`src/rtl/bus_arb_pkg.sv`:
```
// Shared definitions for the system-bus arbiter and future bus blocks:
// FSM encodings, counter sizing and bus field widths.
package bus_arb_pkg;

    typedef enum logic [1:0] {
        IDLE    = 2'd0,
        GRANTED = 2'd1,
        BUSY    = 2'd2,
        ABORT   = 2'd3
    } arb_state_e;

    localparam int BUS_ADDR_WIDTH  = 32;
    localparam int BUS_DATA_WIDTH  = 32;
    localparam int BUS_BE_WIDTH    = 4;
    localparam int BUS_BURST_WIDTH = 8;

    // One spare bit above the larger timeout so the counter can saturate
    // past its compare value without ever wrapping back to a match.
    function automatic int counter_width(input int grant_timeout, input int bus_timeout);
        int largest;
        largest = (grant_timeout > bus_timeout) ? grant_timeout : bus_timeout;
        return $clog2(largest) + 1;
    endfunction

endpackage

```
`src/rtl/rr_pick.sv`:
```
// Combinational round-robin picker: the first requester found when scanning
// upward from last_index+1, wrapping at NUM.
module rr_pick #(
    parameter int NUM = 4,
    parameter int IW  = $clog2(NUM)
) (
    input  logic [NUM-1:0] request,
    input  logic [IW-1:0]  last_index,
    output logic [NUM-1:0] winner,
    output logic [IW-1:0]  winner_index,
    output logic           any_valid
);

    int          idx;
    logic [IW-1:0] sel;

    // NOTE: every output is given a default before the scan so no path leaves
    // it unassigned; otherwise synthesis infers a latch.
    always_comb begin
        winner       = '0;
        winner_index = '0;
        any_valid    = 1'b0;
        idx          = 0;
        sel          = '0;
        for (int off = 1; off <= NUM; off++) begin
            idx = (int'(last_index) + off) % NUM;
            sel = IW'(idx);
            if (!any_valid && request[sel]) begin
                winner[sel]  = 1'b1;
                winner_index = sel;
                any_valid    = 1'b1;
            end
        end
    end

endmodule

```
`src/rtl/bus_arbiter.sv`:
```
// Round-robin owner arbitration for the shared system bus, with grant
// timeout and a transaction watchdog that terminates hung transfers.
module bus_arbiter
    import bus_arb_pkg::*;
#(
    parameter int NUM_MASTERS   = 4,
    parameter int GRANT_TIMEOUT = 16,
    parameter int BUS_TIMEOUT   = 256
) (
    input  logic                           clk_i,
    input  logic                           rst_i,
    input  logic [NUM_MASTERS-1:0]         request_i,
    output logic [NUM_MASTERS-1:0]         grant_o,
    output logic [$clog2(NUM_MASTERS)-1:0] activeMaster_o,
    input  logic                           bus_beginTransaction_i,
    input  logic                           bus_endTransaction_i,
    input  logic                           bus_error_i,
    output logic                           bus_endTransaction_o,
    output logic                           bus_error_o,
    output logic                           busIdle_o
);

    localparam int IW = $clog2(NUM_MASTERS);
    localparam int CW = counter_width(GRANT_TIMEOUT, BUS_TIMEOUT);

    localparam logic [CW-1:0] GRANT_LIMIT = CW'(GRANT_TIMEOUT - 1);
    localparam bit            WDOG_EN     = (BUS_TIMEOUT != 0);
    localparam logic [CW-1:0] BUS_LIMIT   = WDOG_EN ? CW'(BUS_TIMEOUT - 1) : '0;
    localparam logic [CW-1:0] CNT_MAX     = '1;

    arb_state_e             state_q, state_d;
    logic [CW-1:0]          cnt_q, cnt_d;
    logic [NUM_MASTERS-1:0] grant_q, grant_d;
    logic [IW-1:0]          active_q, active_d;
    logic [IW-1:0]          last_q, last_d;
    logic                   err_q, err_d;
    logic                   end_q, end_d;

    logic [NUM_MASTERS-1:0] pick_grant;
    logic [IW-1:0]          pick_index;
    logic                   pick_valid;

    rr_pick #(
        .NUM (NUM_MASTERS),
        .IW  (IW)
    ) u_rr_pick (
        .request      (request_i),
        .last_index   (last_q),
        .winner       (pick_grant),
        .winner_index (pick_index),
        .any_valid    (pick_valid)
    );

    always_comb begin
        state_d  = state_q;
        cnt_d    = (cnt_q == CNT_MAX) ? cnt_q : cnt_q + CW'(1);
        grant_d  = grant_q;
        active_d = active_q;
        last_d   = last_q;
        err_d    = 1'b0;
        end_d    = 1'b0;

        unique case (state_q)
            IDLE: begin
                cnt_d = '0;
                if (pick_valid) begin
                    state_d  = GRANTED;
                    grant_d  = pick_grant;
                    active_d = pick_index;
                    last_d   = pick_index;
                end
            end
            GRANTED: begin
                // Begin takes priority over a simultaneous request drop.
                if (bus_beginTransaction_i) begin
                    state_d = BUSY;
                    cnt_d   = '0;
                end else if (!request_i[active_q] || cnt_q == GRANT_LIMIT) begin
                    state_d = IDLE;
                    grant_d = '0;
                    cnt_d   = '0;
                end
            end
            BUSY: begin
                if (bus_endTransaction_i || bus_error_i) begin
                    state_d = IDLE;
                    grant_d = '0;
                    cnt_d   = '0;
                end else if (WDOG_EN && cnt_q == BUS_LIMIT) begin
                    state_d = ABORT;
                    err_d   = 1'b1;
                    end_d   = 1'b1;
                end
            end
            ABORT: begin
                state_d = IDLE;
                grant_d = '0;
                cnt_d   = '0;
            end
            default: begin
                state_d = IDLE;
                grant_d = '0;
                cnt_d   = '0;
            end
        endcase
    end

    // NOTE: state registers use non-blocking assignments so every flop samples
    // the pre-edge values, independent of statement order.
    always_ff @(posedge clk_i) begin
        if (rst_i) begin
            state_q  <= IDLE;
            cnt_q    <= '0;
            grant_q  <= '0;
            active_q <= '0;
            last_q   <= IW'(NUM_MASTERS - 1);
            err_q    <= 1'b0;
            end_q    <= 1'b0;
        end else begin
            state_q  <= state_d;
            cnt_q    <= cnt_d;
            grant_q  <= grant_d;
            active_q <= active_d;
            last_q   <= last_d;
            err_q    <= err_d;
            end_q    <= end_d;
        end
    end

    assign grant_o              = grant_q;
    assign activeMaster_o       = active_q;
    assign bus_error_o          = err_q;
    assign bus_endTransaction_o = end_q;
    assign busIdle_o            = (state_q == IDLE);

endmodule

```
`config.mk`:
```
export PLATFORM = sky130hd
export DESIGN_NAME = bus_arbiter
export DESIGN_NICKNAME = d
export VERILOG_FILES = /design/src/rtl/bus_arb_pkg.sv /design/src/rtl/rr_pick.sv /design/src/rtl/bus_arbiter.sv
export SDC_FILE = /design/constraint.sdc
export NUM_CORES = 1
export LEC_CHECK = 0
export ABC_CLOCK_PERIOD_IN_PS = 2950
export CAP_MARGIN = 20
export CORE_ASPECT_RATIO = 1.2
export CORE_MARGIN = 2
export CORE_UTILIZATION = 50
export DETAILED_ROUTE_END_ITERATION = 12
export PLACE_DENSITY = 0.72
export SETUP_SLACK_MARGIN = 0.5
export SLEW_MARGIN = 20
export SYNTH_ARGS = -nofsm -noshare
export SYNTH_HDL_FRONTEND = slang
export SYNTH_HIERARCHICAL = 1
export SYNTH_SLANG_ARGS = --single-unit
export TNS_END_PERCENT = 10
```
`constraint.sdc`:
```
create_clock -name clk_i -period 2.95 [get_ports clk_i]
set_clock_uncertainty 0.05 [all_clocks]
set_input_delay 0.59 -clock clk_i [delete_from_list [all_inputs] [get_ports clk_i]]
set_output_delay 0.59 -clock clk_i [all_outputs]
set_load 0.01 [all_outputs]
```
==> metrics.log <==
INFO  metric outcome = complete, no violations
INFO  metric synthDominantAreaCellType = sky130_fd_sc_hd__dfxtp_1
INFO  metric timing.rr.end = grant_o[1]
INFO  metric die_footprint = 3548 sq um
INFO  metric path_delay_family = multiplexers
INFO  metric worst-r2r-setup-slack = 0.60 ns
INFO  metric detailroute.via_count = 1,505
INFO  metric synth_flop_cell = sky130_fd_sc_hd__dfxtp_1
INFO  metric rsz_0062_raised_after_global_routing = yes
INFO  metric critical_path_arrival = 2.63 ns
INFO  metric cts_tree = done
INFO  metric design.core.area = 3000 sq um
INFO  metric synth_area_per_cell = 8.250 sq um
INFO  metric final.fill_count = 270
INFO  metric vdd_drop_max = 0.3515 mV
INFO  metric timing.fmax = 409.3 MHz
INFO  metric yosysUniqueCellTypes = 46
INFO  metric detailedPlacementHpwl = 2.784 mm
INFO  metric worst_r2r_startpoint = last_q[0]
INFO  metric leakagePower = 0.7092 nW
INFO  metric multiInputGateArea = 1047 sq um
INFO  metric initial_core_util = 0.5142
INFO  metric globalplace.congestion = 0.8246
INFO  metric worstSetupEndpointType = register
INFO  metric nets = 223
INFO  metric holdCritStartpoint = grant_o[1]
INFO  metric critical_path.max_fanout = 16
INFO  metric antenna_found_initial = 0
INFO  metric grt_pass1_vias = 1,475
INFO  metric first_iter_violations = 52
INFO  metric detail_route.drc_violations = 0
INFO  metric report.final.setup_viol = 0
INFO  metric async_flop_share = 0
INFO  metric maximum_capacitance_violations = 0
INFO  metric cts-root-to-sink-buffers = 2
INFO  metric num_rows = 22
INFO  metric ioPinCount = 18
INFO  metric htree_levels = 1
INFO  metric sequential_cell_area = 400.4 sq um
INFO  metric cpPeakStageDelay = 0.66 ns
INFO  metric hold_buffers = 0
INFO  metric finish.utilization = 0.6018
INFO  metric critical_path_launch_point_type = input port
INFO  metric post_cts_clock_slew_at_the_launch_and_capture_registers_of_the_worst_setup_and_hold_paths = 0.13 ns
INFO  metric worst_ep_required_time = 3.14 ns
INFO  metric worstMarginPinSlew = 0.5252 ns
INFO  metric power_density = 507.4 nW/um^2
INFO  metric yosysWarningCount = 6
INFO  metric worst_skew_pair_latency = 0.31 ns
INFO  metric clock_tree.root_cell = sky130_fd_sc_hd__clkbuf_4
INFO  metric holdPathStages = 2
INFO  metric hp-class = reg -> reg
INFO  metric grt_start_max_net_pins = 21
INFO  metric synth.ff_latch_count = 20
INFO  metric crit_path_cell_trace = clkdlybuf4s50_1 > mux4_2 > or3_1 > a21oi_1 > a2111o_1 > nand2_1 > a21oi_1
INFO  metric grt_util_all_layers = 0.2370
INFO  metric firstDrtPassIters = 4
INFO  metric finalMaxSlewViolations = 0
INFO  metric synth.top_cell.area_share = 0.2595
INFO  metric critical_path.slowest_cell = sky130_fd_sc_hd__mux4_2
INFO  metric period_needed = 2.443 ns
INFO  metric area_delta_synth_final = 17.03%
INFO  metric post_synth_edffs = 0
INFO  metric hold-path-endpoint = grant_o[1]
INFO  metric wire_length_of_the_first_global_routing_pass = 6.423 mm
INFO  metric worst_slew_slack_as_a_fraction_of_its_limit = 0.6399
INFO  metric route.final.wire_length = 3.759 mm
INFO  metric timing_worst_setup_path_type = in -> reg
INFO  metric routed_via_density = 6.271
INFO  metric timing.final.hold_violations = 0
INFO  metric numCtsBuffers = 3
INFO  metric cp_common_cell = sky130_fd_sc_hd__a21oi_1
INFO  metric n_antenna_cell = 0
INFO  metric final_layout_size_suffix_gt1_frac = 0.1275
INFO  metric worstRegToRegCells = 8
INFO  metric part_of_the_cycle_the_worst_path_needs = 0.8283
INFO  metric syn_inst = 187
INFO  metric synth.yosys.seq_area_share = 0.2595
INFO  metric buffer_ports.inserted = 17
INFO  metric critical_path_buf_inv_count = 1
INFO  metric detail_route.wl_per_cell = 15.66 um
INFO  metric synthesis.nets = 205
INFO  metric grt_overflow = 0
INFO  metric floorplan.die.width = 54.71 um
INFO  metric antenna_left = 0
INFO  metric synth.top_cells.by_area = sky130_fd_sc_hd__dfxtp_1, sky130_fd_sc_hd__ha_1, sky130_fd_sc_hd__a21oi_1, sky130_fd_sc_hd__nand2_1, sky130_fd_sc_hd__mux4_2
INFO  metric chipHeight = 64.85 um
INFO  metric cts.sinks = 20
INFO  metric summed_instance_area_of_the_synthesized_netlist = 1543 sq um
INFO  metric setup_total_negative_slack = 0 ns
## power by group
part	switching [mW]	internal (mW)	leakage, nW
logic	0.214	0.162	0.518
clock network	0.0920	0.137	0.0279
registers	0.0181	0.292	0.163
## worst max-delay path by stage
stage            startpoint         end  slack, ns  depth (start not counted)
2_1_floorplan     last_q[0]  grant_o[1]       0.54                         11
3_3_place_gp   request_i[3]  grant_o[0]       0.26                          7
3_5_place_dp   request_i[3]  grant_o[3]       0.20                          7
4_1_cts        request_i[3]  grant_o[3]       0.53                          7
5_1_grt        request_i[3]  grant_o[0]       0.41                          7
6_report       request_i[3]  grant_o[0]       0.51                          7
## synth_stat cells, drive strengths merged (3+ instances only)
library cell  count
o31ai             8
or3               7
and3              6
inv               8
ha                9
mux4              3
nand4             6
a211oi            4
clkbuf            5
a21oi            20
a31oi             5
dfxtp            20
nand2            21
mux2i             3
nand3             6
nor2             14
o21ai             4
a2111o            4
buf               7
## area by class of cell
class / count / share of cell area
Multi-Input combinational cell: 147 / 0.5800
Sequential cell: 20 / 0.2218
Timing Repair Buffer: 25 / 0.1275
Tap cell: 36 / 0.02495
Clock inverter: 1 / 0.01663
Inverter: 8 / 0.01663
Clock buffer: 3 / 0.01247
## cell families after synthesis
| kind of cell | after synthesis | share of synthesized area |
|---|---|---|
| buffers and inverters | 20 | 0.06407 |
| adder cells (fa/ha/maj) | 9 | 0.07299 |
| AO/OA/AOI/OAI | 52 | 0.2417 |
| multiplexers | 7 | 0.07056 |
| XOR/XNOR | 3 | 0.01703 |
| flip-flops | 20 | 0.2595 |
| AND/OR/NAND/NOR | 76 | 0.2741 |
## metrics by stage
step,cell area (sq um),setup slack (ns),instances,power (mW),hold slack (ns)
detailed placement,1749,0.1997,236,0.6871,0.4212
CTS,1802,0.5308,240,0.9126,0.4385
finish,1805,0.5066,240,0.9161,0.4485
global route,1805,0.4067,240,0.9681,0.4611
global placement,1749,0.2581,236,0.6782,0.4218
floorplan,1544,0.5406,187,0.5798,0.4120
## flip-flops by register name (all words and copies together) (netlist names)
| register | cells |
|---|---|
| bus_endTransaction_o | 1 |
| state_q | 2 |
| grant_o | 4 |
| activeMaster_o | 2 |
| last_q | 2 |
| cnt_q | 9 |
## layout by cell type (no fill, tap or decap), drive strengths merged, types with 3 or more instances in the layout
cell	instances
a2111o	4
a211oi	4
a21oi	20
a31oi	5
and3	6
buf	8
clkbuf	3
clkdlybuf4s50	17
dfxtp	20
ha	9
inv	8
mux2i	3
mux4	3
nand2	21
nand3	6
nand4	6
nor2	14
o21ai	4
o31ai	8
or3	7
## routing by layer
metal	up-vias	wire length [um]	track usage
li1	735	-	-
met1	721	1528	0.2696
met2	35	1974	0.4107
met3	14	127	0.04839
met4	0	129	0.09688
met5	-	0	0
## worst register-to-register path, cell delays in order (launching register included)
cell                      delay (ns)
sky130_fd_sc_hd__dfxtp_1        0.35
sky130_fd_sc_hd__inv_1          0.11
sky130_fd_sc_hd__ha_1           0.51
sky130_fd_sc_hd__inv_1          0.21
sky130_fd_sc_hd__a31oi_1        0.37
sky130_fd_sc_hd__o31ai_1        0.11
sky130_fd_sc_hd__or3_1          0.39
sky130_fd_sc_hd__nand2_1        0.08
sky130_fd_sc_hd__a21oi_1        0.06
## repair_timing
item,CTS,global route
setup endpoints to repair,0,5
gates resized for setup,0,1
buffers inserted,0,0
endpoints found under the hold margin,0,0
(Power assumes the default switching activity.)
